===== config.mk =====
export PLATFORM = sky130hd
export DESIGN_NAME = fetch_unit
export DESIGN_NICKNAME = d
export VERILOG_FILES = /design/src/rtl/fetch_unit.sv
export SDC_FILE = /design/constraint.sdc
export NUM_CORES = 1
export LEC_CHECK = 0
export BUFFER_PORTS_ARGS = -buffer_cell sky130_fd_sc_hd__buf_2
export CORE_AREA = 4 4 112 114
export DETAILED_ROUTE_END_ITERATION = 10
export DIE_AREA = 0 0 116 118
export GPL_ROUTABILITY_DRIVEN = 0
export PLACE_DENSITY = 0.84
export SYNTH_ARGS = -nofsm -noshare
export SYNTH_HDL_FRONTEND = slang
export SYNTH_SLANG_ARGS = --single-unit

===== constraint.sdc =====
create_clock -name clk -period 2.77 [get_ports clk]
set_input_delay 0.277 -clock clk [delete_from_list [all_inputs] [get_ports clk]]
set_output_delay 0.277 -clock clk [all_outputs]
set_load 0.02 [all_outputs]

===== src/rtl/fetch_unit.sv =====
// fetch_unit: instruction fetch stage.
// Holds the program counter and issues one instruction-memory read each time
// the stage controller selects the fetch stage. The captured word and its
// address go to decode. Branch/jump redirects come from execute. A memory
// timeout raises a sticky fault.
//
// Optional build macro: PILLAR_FETCH_MISALIGN_EN
//   defined   : a redirect target with nonzero low bits raises the sticky
//               misalign_o flag and parks the unit in FAULT.
//   undefined : misalign_o is tied low and the low target bits are cleared.
//
// Memory handshake: imem_req_o rises together with a stable imem_addr_o. Both
// hold until a cycle in which imem_ack_i is high. That cycle completes the
// transfer, and imem_data_i is sampled only in that cycle. An ack seen while
// the unit is not in REQ is ignored.
module fetch_unit #(
    parameter logic [31:0] RESET_PC    = 32'h00000000,
    parameter logic [2:0]  FETCH_STAGE = 3'd0,
    parameter int          TIMEOUT     = 16
) (
    input  logic        clk,
    input  logic        reset,
    input  logic [2:0]  stage_i,
    input  logic        redirect_i,
    input  logic [31:0] redirect_pc_i,
    output logic [31:0] imem_addr_o,
    output logic        imem_req_o,
    input  logic        imem_ack_i,
    input  logic [31:0] imem_data_i,
    output logic [31:0] ir_o,
    output logic [31:0] pc_o,
    output logic        ir_valid_o,
    output logic        done_o,
    output logic        fault_o,
    output logic        misalign_o
);

    localparam int             CW       = $clog2(TIMEOUT);
    localparam logic [CW-1:0]  CNT_LAST = CW'(TIMEOUT - 1);
    localparam logic [31:0]    NOP      = 32'h00000013;

    typedef enum logic [1:0] {
        IDLE  = 2'd0,
        REQ   = 2'd1,
        DONE  = 2'd2,
        FAULT = 2'd3
    } state_t;

    // state_q is the observable FSM state for checkers
    state_t        state_q, state_d;
    logic [31:0]   next_pc_q;
    logic [CW-1:0] cnt_q;
    logic          discard_q;     // a redirect arrived mid-request; drop its response

    logic [31:0]   redirect_tgt;
    logic          bad_redirect;
    logic          fetch_go;
    logic          capture;
    logic          refetch;
    logic          timeout_hit;

    assign redirect_tgt = {redirect_pc_i[31:2], 2'b00};

`ifdef PILLAR_FETCH_MISALIGN_EN
    assign bad_redirect = redirect_i && (redirect_pc_i[1:0] != 2'b00) && (state_q != FAULT);
`else
    logic unused_low_bits;
    assign unused_low_bits = ^redirect_pc_i[1:0];
    assign bad_redirect    = 1'b0;
`endif

    // State register
    always_ff @(posedge clk) begin
        if (reset) begin
            state_q <= IDLE;
        end else begin
            state_q <= state_d;
        end
    end

    // Next-state decode and per-cycle event strobes
    always_comb begin
        state_d     = state_q;
        fetch_go    = 1'b0;
        capture     = 1'b0;
        refetch     = 1'b0;
        timeout_hit = 1'b0;
        if (bad_redirect) begin
            state_d = FAULT;
        end else begin
            case (state_q)
                IDLE: begin
                    if (stage_i == FETCH_STAGE) begin
                        state_d  = REQ;
                        fetch_go = 1'b1;
                    end
                end
                REQ: begin
                    if (imem_ack_i) begin
                        if (discard_q) begin
                            refetch = 1'b1;
                        end else begin
                            capture = 1'b1;
                            state_d = DONE;
                        end
                    end else if (cnt_q == CNT_LAST) begin
                        timeout_hit = 1'b1;
                        state_d     = FAULT;
                    end
                end
                DONE: begin
                    if (stage_i != FETCH_STAGE) begin
                        state_d = IDLE;
                    end
                end
                FAULT:   state_d = FAULT;
                default: state_d = IDLE;
            endcase
        end
    end

    // Datapath: PC, request port, instruction register and status flags
    always_ff @(posedge clk) begin
        if (reset) begin
            next_pc_q   <= RESET_PC;
            pc_o        <= RESET_PC;
            ir_o        <= NOP;
            ir_valid_o  <= 1'b0;
            imem_req_o  <= 1'b0;
            imem_addr_o <= 32'h00000000;
            done_o      <= 1'b0;
            fault_o     <= 1'b0;
            misalign_o  <= 1'b0;
            cnt_q       <= '0;
            discard_q   <= 1'b0;
        end else begin
            done_o <= 1'b0;
            if (bad_redirect) begin
                misalign_o <= 1'b1;
                imem_req_o <= 1'b0;
                discard_q  <= 1'b0;
            end else begin
                if (redirect_i && (state_q == IDLE || state_q == DONE)) begin
                    next_pc_q <= redirect_tgt;
                end
                if (fetch_go) begin
                    imem_addr_o <= redirect_i ? redirect_tgt : next_pc_q;
                    imem_req_o  <= 1'b1;
                    ir_valid_o  <= 1'b0;
                    cnt_q       <= '0;
                    discard_q   <= 1'b0;
                end
                if (state_q == REQ) begin
                    if (capture) begin
                        ir_o       <= imem_data_i;
                        pc_o       <= imem_addr_o;
                        next_pc_q  <= redirect_i ? redirect_tgt : imem_addr_o + 32'd4;
                        ir_valid_o <= 1'b1;
                        done_o     <= 1'b1;
                        imem_req_o <= 1'b0;
                    end else if (refetch) begin
                        imem_addr_o <= redirect_i ? redirect_tgt : next_pc_q;
                        if (redirect_i) begin
                            next_pc_q <= redirect_tgt;
                        end
                        cnt_q     <= '0;
                        discard_q <= 1'b0;
                    end else if (timeout_hit) begin
                        imem_req_o <= 1'b0;
                        fault_o    <= 1'b1;
                    end else begin
                        cnt_q <= cnt_q + CW'(1);
                        if (redirect_i) begin
                            next_pc_q <= redirect_tgt;
                            discard_q <= 1'b1;
                        end
                    end
                end
            end
        end
    end

endmodule


## After elaboration in Yosys (flattened, before gate mapping)

Cells that the tools add are included.

| word-level totals | value |
|---|---|
| output and inout port bits | 101 |
| bits of input ports | 71 |
| register bits after elaboration | 139 |
| logic and storage cells | 82 |

| cells by class | value |
|---|---|
| add/subtract/negate cells | 2 |
| mux-type cells | 49 |
| reduce and logical (&&, ||, !) cells | 9 |
| bitwise logic cells | 3 |
| eq/ne operators | 8 |

Operators with widths:

| kind | count |
|---|---|
| $mux W32 | 12 |
| $add A32 B3 Y32 const B | 1 |
| $mux W1 | 26 |
| $mux W4 | 5 |
| $mux W2 | 5 |
| $pmux W2 S4 | 1 |
| $reduce_and A4 Y1 | 2 |
| $ne A3 B3 Y1 const B | 2 |
| $add A4 B1 Y4 const B | 1 |
| $eq A2 B2 Y1 const B | 2 |
| $eq A4 B4 Y1 const B | 1 |
| $ne A2 B2 Y1 const B | 2 |
| $logic_not A3 Y1 | 1 |
| $not A1 Y1 | 3 |
| $reduce_bool A3 Y1 | 1 |
| $eq A2 B1 Y1 const B | 1 |
| $logic_not A2 Y1 | 1 |
| $reduce_and A2 Y1 | 1 |
| $reduce_or A2 Y1 | 1 |
| $logic_and A1 B1 Y1 | 1 |
| $logic_or A1 B1 Y1 | 1 |

## Depth between registers and ports, before layout

Gate-level depths: netlist (run 1).

| depth | value |
|---|---|
| word-level depth | 9 |
| gate-level depth with buffers | 8 |
| mapped depth without buffers | 6 |

## Worst setup path after synthesis (run 1)

Ideal clock, no wire load.

| path | value |
|---|---|
| kind | register -> register |
| start | register imem_addr_o[2] |
| end | register next_pc_q[20] |
| required time | 2.693 ns |
| path slack | 0.803 ns |
| arrival | 1.891 ns |
| period minus slack after synthesis | 1.967 ns |
| cell stages (with the launch flop) | 6 |
| library setup time | 0.077 ns |
| path buffers | 0 |
| cell sequence | dfxtp_1 > ha_1 > nand4_1 > or4_4 > or4_4 > a41oi_2 |

| on the way | value |
|---|---|
| cells in the longest elaborated chain, start to end | 4 |

RTL lines:

| item | line | RTL |
|---|---|---|
| from (decl) | 26 | `output logic [31:0] imem_addr_o,` |
| from (signal assigned) | 147 | `imem_addr_o <= redirect_i ? redirect_tgt : next_pc_q;` |
| from (signal assigned) | 162 | `imem_addr_o <= redirect_i ? redirect_tgt : next_pc_q;` |
| $add A32 B3 Y32 | 157 | `next_pc_q <= redirect_i ? redirect_tgt : imem_addr_o + 32'd4;` |
| $mux W32 | 157 |  |
| $mux W32 | 154 | `if (capture) begin` |
| $mux W32 | 153 | `if (state_q == REQ) begin` |
| to (signal assigned) | 157 |  |
| to (signal assigned) | 164 | `next_pc_q <= redirect_tgt;` |
| to (signal assigned) | 174 | `next_pc_q <= redirect_tgt;` |
| to (decl) | 51 | `logic [31:0] next_pc_q;` |

No other way between the ends.
A chain may end at the register's enable or synchronous reset.

## Worst setup path in the final report (run 1)

| path | value |
|---|---|
| start | register cnt_q[0] |
| end | register next_pc_q[22] |

| on the way | value |
|---|---|
| cells in the longest elaborated chain, start to end | 8 |

RTL lines:

| item | line | RTL |
|---|---|---|
| from (decl) | 52 | `logic [CW-1:0] cnt_q;` |
| from (signal assigned) | 172 | `cnt_q <= cnt_q + CW'(1);` |
| $eq A4 B4 Y1 | 106 | `end else if (cnt_q == CNT_LAST) begin` |
| $mux W1 | 106 |  |
| $mux W1 | 99 | `if (imem_ack_i) begin` |
| $mux W1 | 91 | `case (state_q)` |
| $mux W32 | 168 | `end else if (timeout_hit) begin` |
| $mux W32 | 161 | `end else if (refetch) begin` |
| $mux W32 | 154 |  |
| $mux W32 | 153 |  |

No other way between the ends.

==> results of run 1 <==
-- final timing paths --
path                                     start       endpoint  slack, ns  cells past startpoint
worst max-delay path                  cnt_q[0]  next_pc_q[22]       0.47                      6
worst min-delay path            imem_data_i[0]        ir_o[0]       0.06                      3
worst max register to register        cnt_q[0]  next_pc_q[22]       0.47                      6
worst min register to register        pc_o[20]       pc_o[20]       0.45                      2
-- cells by family after synthesis --
group | synth area share [%]
and+or+nand+nor | 23.1
AOI/OAI and AO/OA | 18.4
DFF | 43.1
buffers and inverters | 5.43
muxes | 6.28
xor gates and xnor gates | 3.26
adders and majority gates | 0.387
other | 0.0581
-- critical path, cell delays in order, from the launching register on --
cell and delay [ns]:
dfxtp_1 0.37, ha_1 0.22, nand4b_1 0.32, o21ai_0 0.55
mux2_2 0.40, o22ai_1 0.20, o32ai_1 0.11
-- per-stage QoR --
| step | std cells | hold slack (ns) | worst slack [ns] | utilization, % | total power [mW] |
|---|---|---|---|---|---|
| finish | 1097 | 0.0552 | 0.470 | 70.1 | 4.98 |
| global route | 1097 | 0.0773 | 0.328 | 70.1 | 5.13 |
| CTS | 1097 | 0.0534 | 0.531 | 70.1 | 4.98 |
| detailed placement | 1065 | 0.444 | 0.598 | 64.7 | 2.66 |
| global placement | 1065 | 0.438 | 0.629 | 64.7 | 2.65 |
| floorplan | 792 | 0.377 | 0.803 | - | 2.49 |
-- power by group through the flow --
stage	Combinational, mW	Sequential (mW)	Clock (mW)
after detailed placement	0.468	2.19	0
final	0.477	2.16	2.34
after global routing	0.521	2.16	2.45
after CTS	0.474	2.15	2.35
after floorplan	0.282	2.21	0
after global placement	0.459	2.19	0
-- layout make-up --
| class | instances | area [um^2] |
|---|---|---|
| Timing Repair Buffer | 191 | 1030 |
| Tap cell | 143 | 179 |
| Fill cell | 932 | 3420 |
| Multi-Input combinational cell | 580 | 3360 |
| Clock buffer | 21 | 470 |
| Inverter | 12 | 45.0 |
| Sequential cell | 139 | 2780 |
| Clock inverter | 11 | 141 |
-- state kept, by name, summed over array words and instances (netlist names) --
signal / cells
imem_req_o: 1
state_q: 2
done_o: 1
pc_o: 32
fault_o: 1
next_pc_q: 32
ir_o: 32
discard_q: 1
ir_valid_o: 1
cnt_q: 4
imem_addr_o: 32
-- cells in the final DEF (no fill, tap or decap), types with 5 or more instances in the layout --
master and n:
and3_1 10, nand2_1 156, clkbuf_16 17, a31oi_1 6
o22ai_1 10, nor3_1 9, buf_2 167, a21oi_1 94
nand4_1 7, nor4_1 12, o21ai_0 17, a211oi_1 35
or3_1 5, nor2_1 64, mux2i_1 36, buf_4 23
nand2b_1 5, nand3_1 24, dfxtp_1 139, inv_1 11
xnor2_1 21, a221oi_1 5
-- routing by layer --
layer / vias up / routed length (um) / track usage [%] / share of wire, %
met4: 2 / 358 / 10.1 / 1.9
met1: 3025 / 7770 / 36.4 / 41
li1: 3087 / - / - / -
met2: 308 / 9130 / 43.2 / 48
met5: - / 7 / 0 / 0.037
met3: 43 / 1610 / 8.02 / 8.5
==> flow_summary.yaml, run 1 <==
clocking:
  cts_tree: "done"
  clock_latency_ns: 0.43
  cts-root-buf: "clkbuf_16"
  cts_hold_buf: 0
  cts_sinks: 139
  post_cts_buffers: 0
  clock_path_buffers: 2
  clk_pin_slew_worst_paths_ns: 0.06
  cts_resized: 0
  htree_num_levels: 4
  cts_buffers: 17
power_and_ir_drop:
  intPower_mw: 3.75
  vdd_ir_drop_max_v: 0.000480
  power_frac_seq_pct: 43.3
  powerDensity_nw_per_um2: 622
  p_comb_share_pct: 9.6
  clock_power_share_pct: 47.1
  p_switching_mw: 1.23
  swShare_pct: 24.7
  p_leak_nw: 3.28
floorplan:
  ios: 172
  coreArea_um2: 11400
  rows: 39
  start_util_pct: 56.6
  die_w_um: 116
  die_h_um: 118
  die_area_um2: 13700
grt:
  antenna_found_initial: 1
  grt_max_degree: 130
  grtUsageTotal_pct: 27.8
  grt-ovfl-total: 0
  grt_pass1_vias: 6082
  grt_pass1_wl_um: 30500
drt:
  ant_nets: 0
  finalWirelength_um: 18900
  first_iter_violations: 464
  drt_pass1_iterations: 5
  drc_errors: 0
  wire_per_inst_um: 17.2
  routed_via_density: 5.89
  vias: 6465
layout:
  area_growth_pct: 23.9
  fin_area_um2: 8000
  nets: 1014
  drive_gt1_share_pct: 25.3
  antenna_cells: 0
synth:
  yosys_warnings: 0
  syn_area_um2: 6460
  synthFlopType: "dfxtp_1"
  async_flop_share_pct: 0
  synthCells: 792
  synth_nets: 865
  avgSynthCellArea_um2: 8.15
  yosysUniqueCellTypes: 63
  yosysMostFrequentCell: "nand2_1"
  synth_edf_count: 0
  netlist.top_cell.by_area: "dfxtp_1"
  synth_seq_area_share_pct: 43.1
  ys_seq_elements: 139
  netlist_top_cells_area: "dfxtp_1 43%, nand2_1 9.1%, a21oi_1 7.3%, mux2i_1 5.6%, a211oi_1 4.1%"
  synth.top_cell.area_share_pct: 43.1
  netlist_top_cells_count: "156 x nand2_1, 139 x dfxtp_1, 94 x a21oi_1, 64 x nor2_1, 36 x mux2i_1"
critical_path:
  crit_arrival_ns: 2.60
  crit_required_ns: 3.07
  worstPathMaxFanout: 8
  cp-end-kind: "flop"
  start_kind: "flop"
  path_class: "reg -> reg"
timing:
  finalHoldViolations: 0
  fmax_mhz: 435
  setup_viol: 0
  fin_crit_ns: 2.30
  maxSlewViolCount: 0
  finalCritPeriodShare_pct: 83.0
  worst_pin_slew_ns: 0.583
  slew_headroom_pct: 61.1
  rsz0062_at_grt: "no"
  worst_clock_skew_ns: 0.00760
  timing.setup.tns_ns: 0
placed_design:
  dp_hpwl_um: 12600
  placed_cell_area_um2: 7390
  io_buffers: 168
run_status:
  status: "complete, no violations"
hold_path:
  hold_path_class: "in -> reg"
job:
  maxCapViolations: 0
Note: power is estimated with default switching activity, not from simulation.
==> inputs of run 2 (changes only) <==
Settings changed: CORE_AREA 4 4 112 114 to 4 4 121 123, DIE_AREA 0 0 116 118 to 0 0 125 127, PLACE_DENSITY 0.84 to 0.76.
Clock period 2.77 ns to 2.1 ns, I/O delays scaled along.
==> flow_summary.yaml, run 2 (synthesized netlist as in run 1, its figures left out) <==
floorplan:
  die_h_um: 127
  ios: 172
  start_util_pct: 47.3
  coreArea_um2: 13700
  die_w_um: 125
  die_area_um2: 15900
  rows: 43
timing:
  fin_hold_ws_ns: 0.0202
  timing.setup.tns_ns: 0
  finalCritPeriodShare_pct: 91.4
  worst_clock_skew_ns: 0.00983
  maxSlewViolCount: 0
  fin_crit_ns: 1.92
  finalHoldViolations: 0
  fmax_mhz: 521
  setup_viol: 0
  setup_ws_ns: 0.181
  rsz0062_at_grt: "no"
power_and_ir_drop:
  vdd_ir_drop_max_v: 0.000505
  powerDensity_nw_per_um2: 768
  p_leak_nw: 3.44
critical_path:
  crit_end: "next_pc_q[31]"
  r2r-start: "cnt_q[0]"
  timing.critical_path.from: "cnt_q[0]"
  crit_arrival_ns: 2.27
  cp-end-kind: "flop"
  crit_required_ns: 2.45
  reg2reg_slack_ns: 0.18
  ff2ff_path_depth: 7
  start_kind: "flop"
  worstPathMaxFanout: 17
  reg2reg_to: "next_pc_q[31]"
  path_class: "reg -> reg"
clocking:
  clock_latency_ns: 0.43
  cts-root-buf: "clkbuf_16"
  clock_path_buffers: 2
  cts_tree: "done"
  cts_resized: 0
  htree_num_levels: 4
  cts_sinks: 139
  clk_pin_slew_worst_paths_ns: 0.06
  cts_buffers: 17
job:
  maxCapViolations: 0
layout:
  fillers: 1253
  nets: 1048
  area_growth_pct: 28.9
  final_common_cell: "buf_2"
  drive_gt1_share_pct: 27.4
  layout_common_cells: "167 x buf_2, 156 x nand2_1, 139 x dfxtp_1"
grt:
  grtUsageTotal_pct: 23.9
  antenna_found_initial: 0
  grt_pass1_wl_um: 30900
  grt_max_degree: 76
  grt_pass1_vias: 6059
  grt-ovfl-total: 0
drt:
  routed_via_density: 5.49
  drt_pass1_iterations: 5
  vias: 6417
  ant_nets: 0
  wire_per_inst_um: 16.5
  first_iter_violations: 479
  finalWirelength_um: 19300
  drc_errors: 0
placed_design:
  dp_hpwl_um: 13300
  pre_cts_ws_ns: 0.196
  io_buffers: 168
hold_path:
  hold_path_class: "in -> reg"
run_status:
  status: "complete, no violations"
-- run 2: layout make-up --
cell class	instances	area (um^2)	share of cell area, %
Multi-Input combinational cell	580	3360	40.3
Sequential cell	139	2780	33.4
Timing Repair Buffer	225	1350	16.3
Clock buffer	20	447	5.37
Tap cell	180	225	2.71
Clock inverter	12	114	1.37
Inverter	12	45.0	0.541
Antenna cell	1	2.50	0.0301
-- run 2: worst min path at each step --
stage                         start         to  slack, ns  cells past startpoint
floorplan                imem_ack_i  discard_q       0.31                      1
global placement     imem_data_i[4]    ir_o[4]       0.42                      3
CTS                 imem_data_i[23]   ir_o[23]       0.01                      3
finish               imem_data_i[8]    ir_o[8]       0.02                      3
global route        imem_data_i[28]   ir_o[28]       0.01                      3
detailed placement   imem_data_i[0]    ir_o[0]       0.42                      3
-- run 2: power breakdown --
group / total (mW) / internal, mW / switching [mW]
Combinational: 0.719 / 0.302 / 0.417
Clock: 2.86 / 1.67 / 1.19
Sequential: 2.81 / 2.73 / 0.0773
Total: 6.39 / 4.70 / 1.69
-- run 2: through the flow --
step / utilization [%] / std cells / power, mW / area, um^2
after global routing: 60.9 / 1168 / 6.61 / 8320
after detailed placement: 56.6 / 1133 / 3.57 / 7730
after floorplan: - / 792 / 3.28 / 6460
final: 60.9 / 1169 / 6.39 / 8330
after CTS: 60.9 / 1168 / 6.40 / 8320
after global placement: 56.6 / 1133 / 3.55 / 7730
-- run 2: routing by layer --
metal,vias to the layer above,global-route usage (%),part of all wire (%)
met5,-,0,0
li1,3155,-,-
met2,241,37.6,47
met1,2999,31.9,44
met4,0,7.33,1.5
met3,22,6.86,8.1
-- run 2: timing repair --
| item | in CTS | in global routing |
|---|---|---|
| hold buffers | 3 | 0 |
| endpoints found under the hold margin | 3 | 0 |
| buffers inserted | 0 | 0 |
| endpoints found under the setup margin | 0 | 0 |
-- run 2: critical path, cell delays in order, from the launching register on --
cell      delay [ns]
dfxtp_1         0.38
ha_1            0.24
nand4b_1        0.21
a31oi_1         0.33
buf_12          0.19
nor2_1          0.05
or3_1           0.34
a21oi_1         0.12
==> inputs of run 3 (changes only) <==
Settings changed: GPL_TIMING_DRIVEN set to 0.
==> flow_summary.yaml, run 3 (synthesized netlist as in run 1, its figures left out) <==
critical_path:
  start_kind: "flop"
  slowest_delay_ns: 0.61
  path_class: "reg -> reg"
  path_cells: "nand3_1, or4_4, or4_4, a41oi_2"
  worstPathMaxFanout: 7
  ff2ff_path_depth: 4
  crit_path_frequent_cell: "or4_4"
  crit_arrival_ns: 2.41
  cpLargestDelayFamily: "simple AND/OR/NAND/NOR gates"
  crit_required_ns: 2.45
  reg2reg_slack_ns: 0.04
  cp-end-kind: "flop"
  cp.buffers_inverters: 0
  cpMaxStageDelayCell: "or4_4"
  cp.depth: 4
drt:
  drc_errors: 0
  routed_via_density: 5.74
  first_iter_violations: 638
  vias: 6755
  wire_per_inst_um: 18.2
  ant_nets: 0
  drt_pass1_iterations: 7
  finalWirelength_um: 21400
floorplan:
  die_h_um: 127
  rows: 43
  coreArea_um2: 13700
  die_w_um: 125
  die_area_um2: 15900
  start_util_pct: 47.3
  ios: 172
clocking:
  cts_sinks: 139
  clock_path_buffers: 2
  clock_latency_ns: 0.42
  clk_pin_slew_worst_paths_ns: 0.06
  htree_num_levels: 4
  cts-root-buf: "clkbuf_16"
  cts_tree: "done"
  cts_buffers: 17
layout:
  final_common_cell: "buf_2"
  drive_gt1_share_pct: 27.0
  layout_common_cells: "177 x buf_2, 156 x nand2_1, 133 x dfxtp_1"
  nets: 1057
  antenna_cells: 0
  post-route-util_pct: 60.8
  fillers: 1253
  area_growth_pct: 28.6
power_and_ir_drop:
  power_frac_seq_pct: 41.8
  intPower_mw: 5.11
  clock_power_share_pct: 48.0
  swShare_pct: 24.7
  vdd_ir_drop_max_v: 0.000517
  power.total_mw: 6.78
  p_comb_share_pct: 10.2
  p_leak_nw: 3.40
  p_switching_mw: 1.67
  powerDensity_nw_per_um2: 817
grt:
  grt_pass1_wl_um: 33200
  grt-ovfl-total: 0
  grt_max_degree: 17
  grt_pass1_vias: 6365
  antenna_found_initial: 0
  grtUsageTotal_pct: 26.1
timing:
  worst_clock_skew_ns: 0.00641
  fmax_mhz: 486
  rsz0062_at_grt: "yes"
  finalCritPeriodShare_pct: 98.1
  worst_pin_slew_ns: 0.787
  fin_crit_ns: 2.06
  slew_headroom_pct: 47.5
  setup_viol: 0
  maxSlewViolCount: 0
  finalHoldViolations: 0
hold_path:
  min_path_cells: 3
  hold_path_class: "in -> reg"
run_status:
  status: "complete, no violations"
job:
  maxCapViolations: 0
placed_design:
  io_buffers: 168
  dp_hpwl_um: 15100
-- run 3: cell types whose count changed in the layout (fill, tap and decap cells not counted), sizes merged --
cell	before	now
bufinv	1	4
clkinv	4	3
clkbuf	20	61
buf	222	191
diode	1	0
inv	15	11
-- run 3: power groups by stage --
| stage | registers [mW] | clock network, mW | logic [mW] |
|---|---|---|---|
| 3_5_place_dp | 2.88 | 0 | 0.668 |
| 3_3_place_gp | 2.88 | 0 | 0.661 |
| 5_1_grt | 2.84 | 3.39 | 0.751 |
| 4_1_cts | 2.83 | 3.27 | 0.681 |
| 2_1_floorplan | 2.91 | 0 | 0.372 |
| 6_report | 2.83 | 3.26 | 0.694 |
-- run 3: per-layer routing --
| layer | GRT usage, % | share of wire, % |
|---|---|---|
| met1 | 32.9 | 40 |
| met2 | 41.7 | 47 |
| met3 | 7.15 | 10 |
| met4 | 12.2 | 2.4 |
| met5 | 0 | 0 |
-- run 3: tightest hold or removal path: cells and delay by family --
kind | cells | cell delay (ns)
AO/OA/AOI/OAI | 1 | 0.05
buffers and inverters | 1 | 0.10
AND/OR/NAND/NOR | 1 | 0.04
-- run 3: repair_timing --
action,CTS,global route
buffers inserted,3,1
gates resized for setup,12,26
hold buffers,3,0
pin swaps,1,0
endpoints found under the setup margin,82,107
hold endpoints to repair,3,0
-- run 3: metrics by stage --
step	worst slack (ns)	cell area, um^2	instances	hold slack (ns)	setup TNS [ns]
2_1_floorplan	0.133	6460	792	0.310	0
3_3_place_gp	-0.262	7520	1140	0.418	-14.91
3_5_place_dp	-0.276	7520	1140	0.423	-16.73
4_1_cts	0.00113	8260	1175	0.0107	0
5_1_grt	-0.0268	8310	1176	0.0248	-0.0341
6_report	0.0409	8310	1176	0.0218	0
-- run 3: worst paths after layout --
check / startpoint / endpoint
worst max-delay path: imem_addr_o[11] / next_pc_q[20]
worst min-delay path: imem_data_i[2] / ir_o[2]
worst max register to register: imem_addr_o[11] / next_pc_q[20]
worst min register to register: ir_o[23] / ir_o[23]
-- run 3: layout make-up --
class | count | area [um^2] | share of cell area (%)
plain buffers | 59 | 318 | 3.83
clock buffers | 21 | 480 | 5.78
flip-flops and latches | 139 | 2790 | 33.6
multi-input cells | 580 | 3380 | 40.7
clock inverters | 10 | 164 | 1.97
well taps | 180 | 225 | 2.71
inverters | 12 | 45.0 | 0.542
repair buffers | 175 | 901 | 10.8
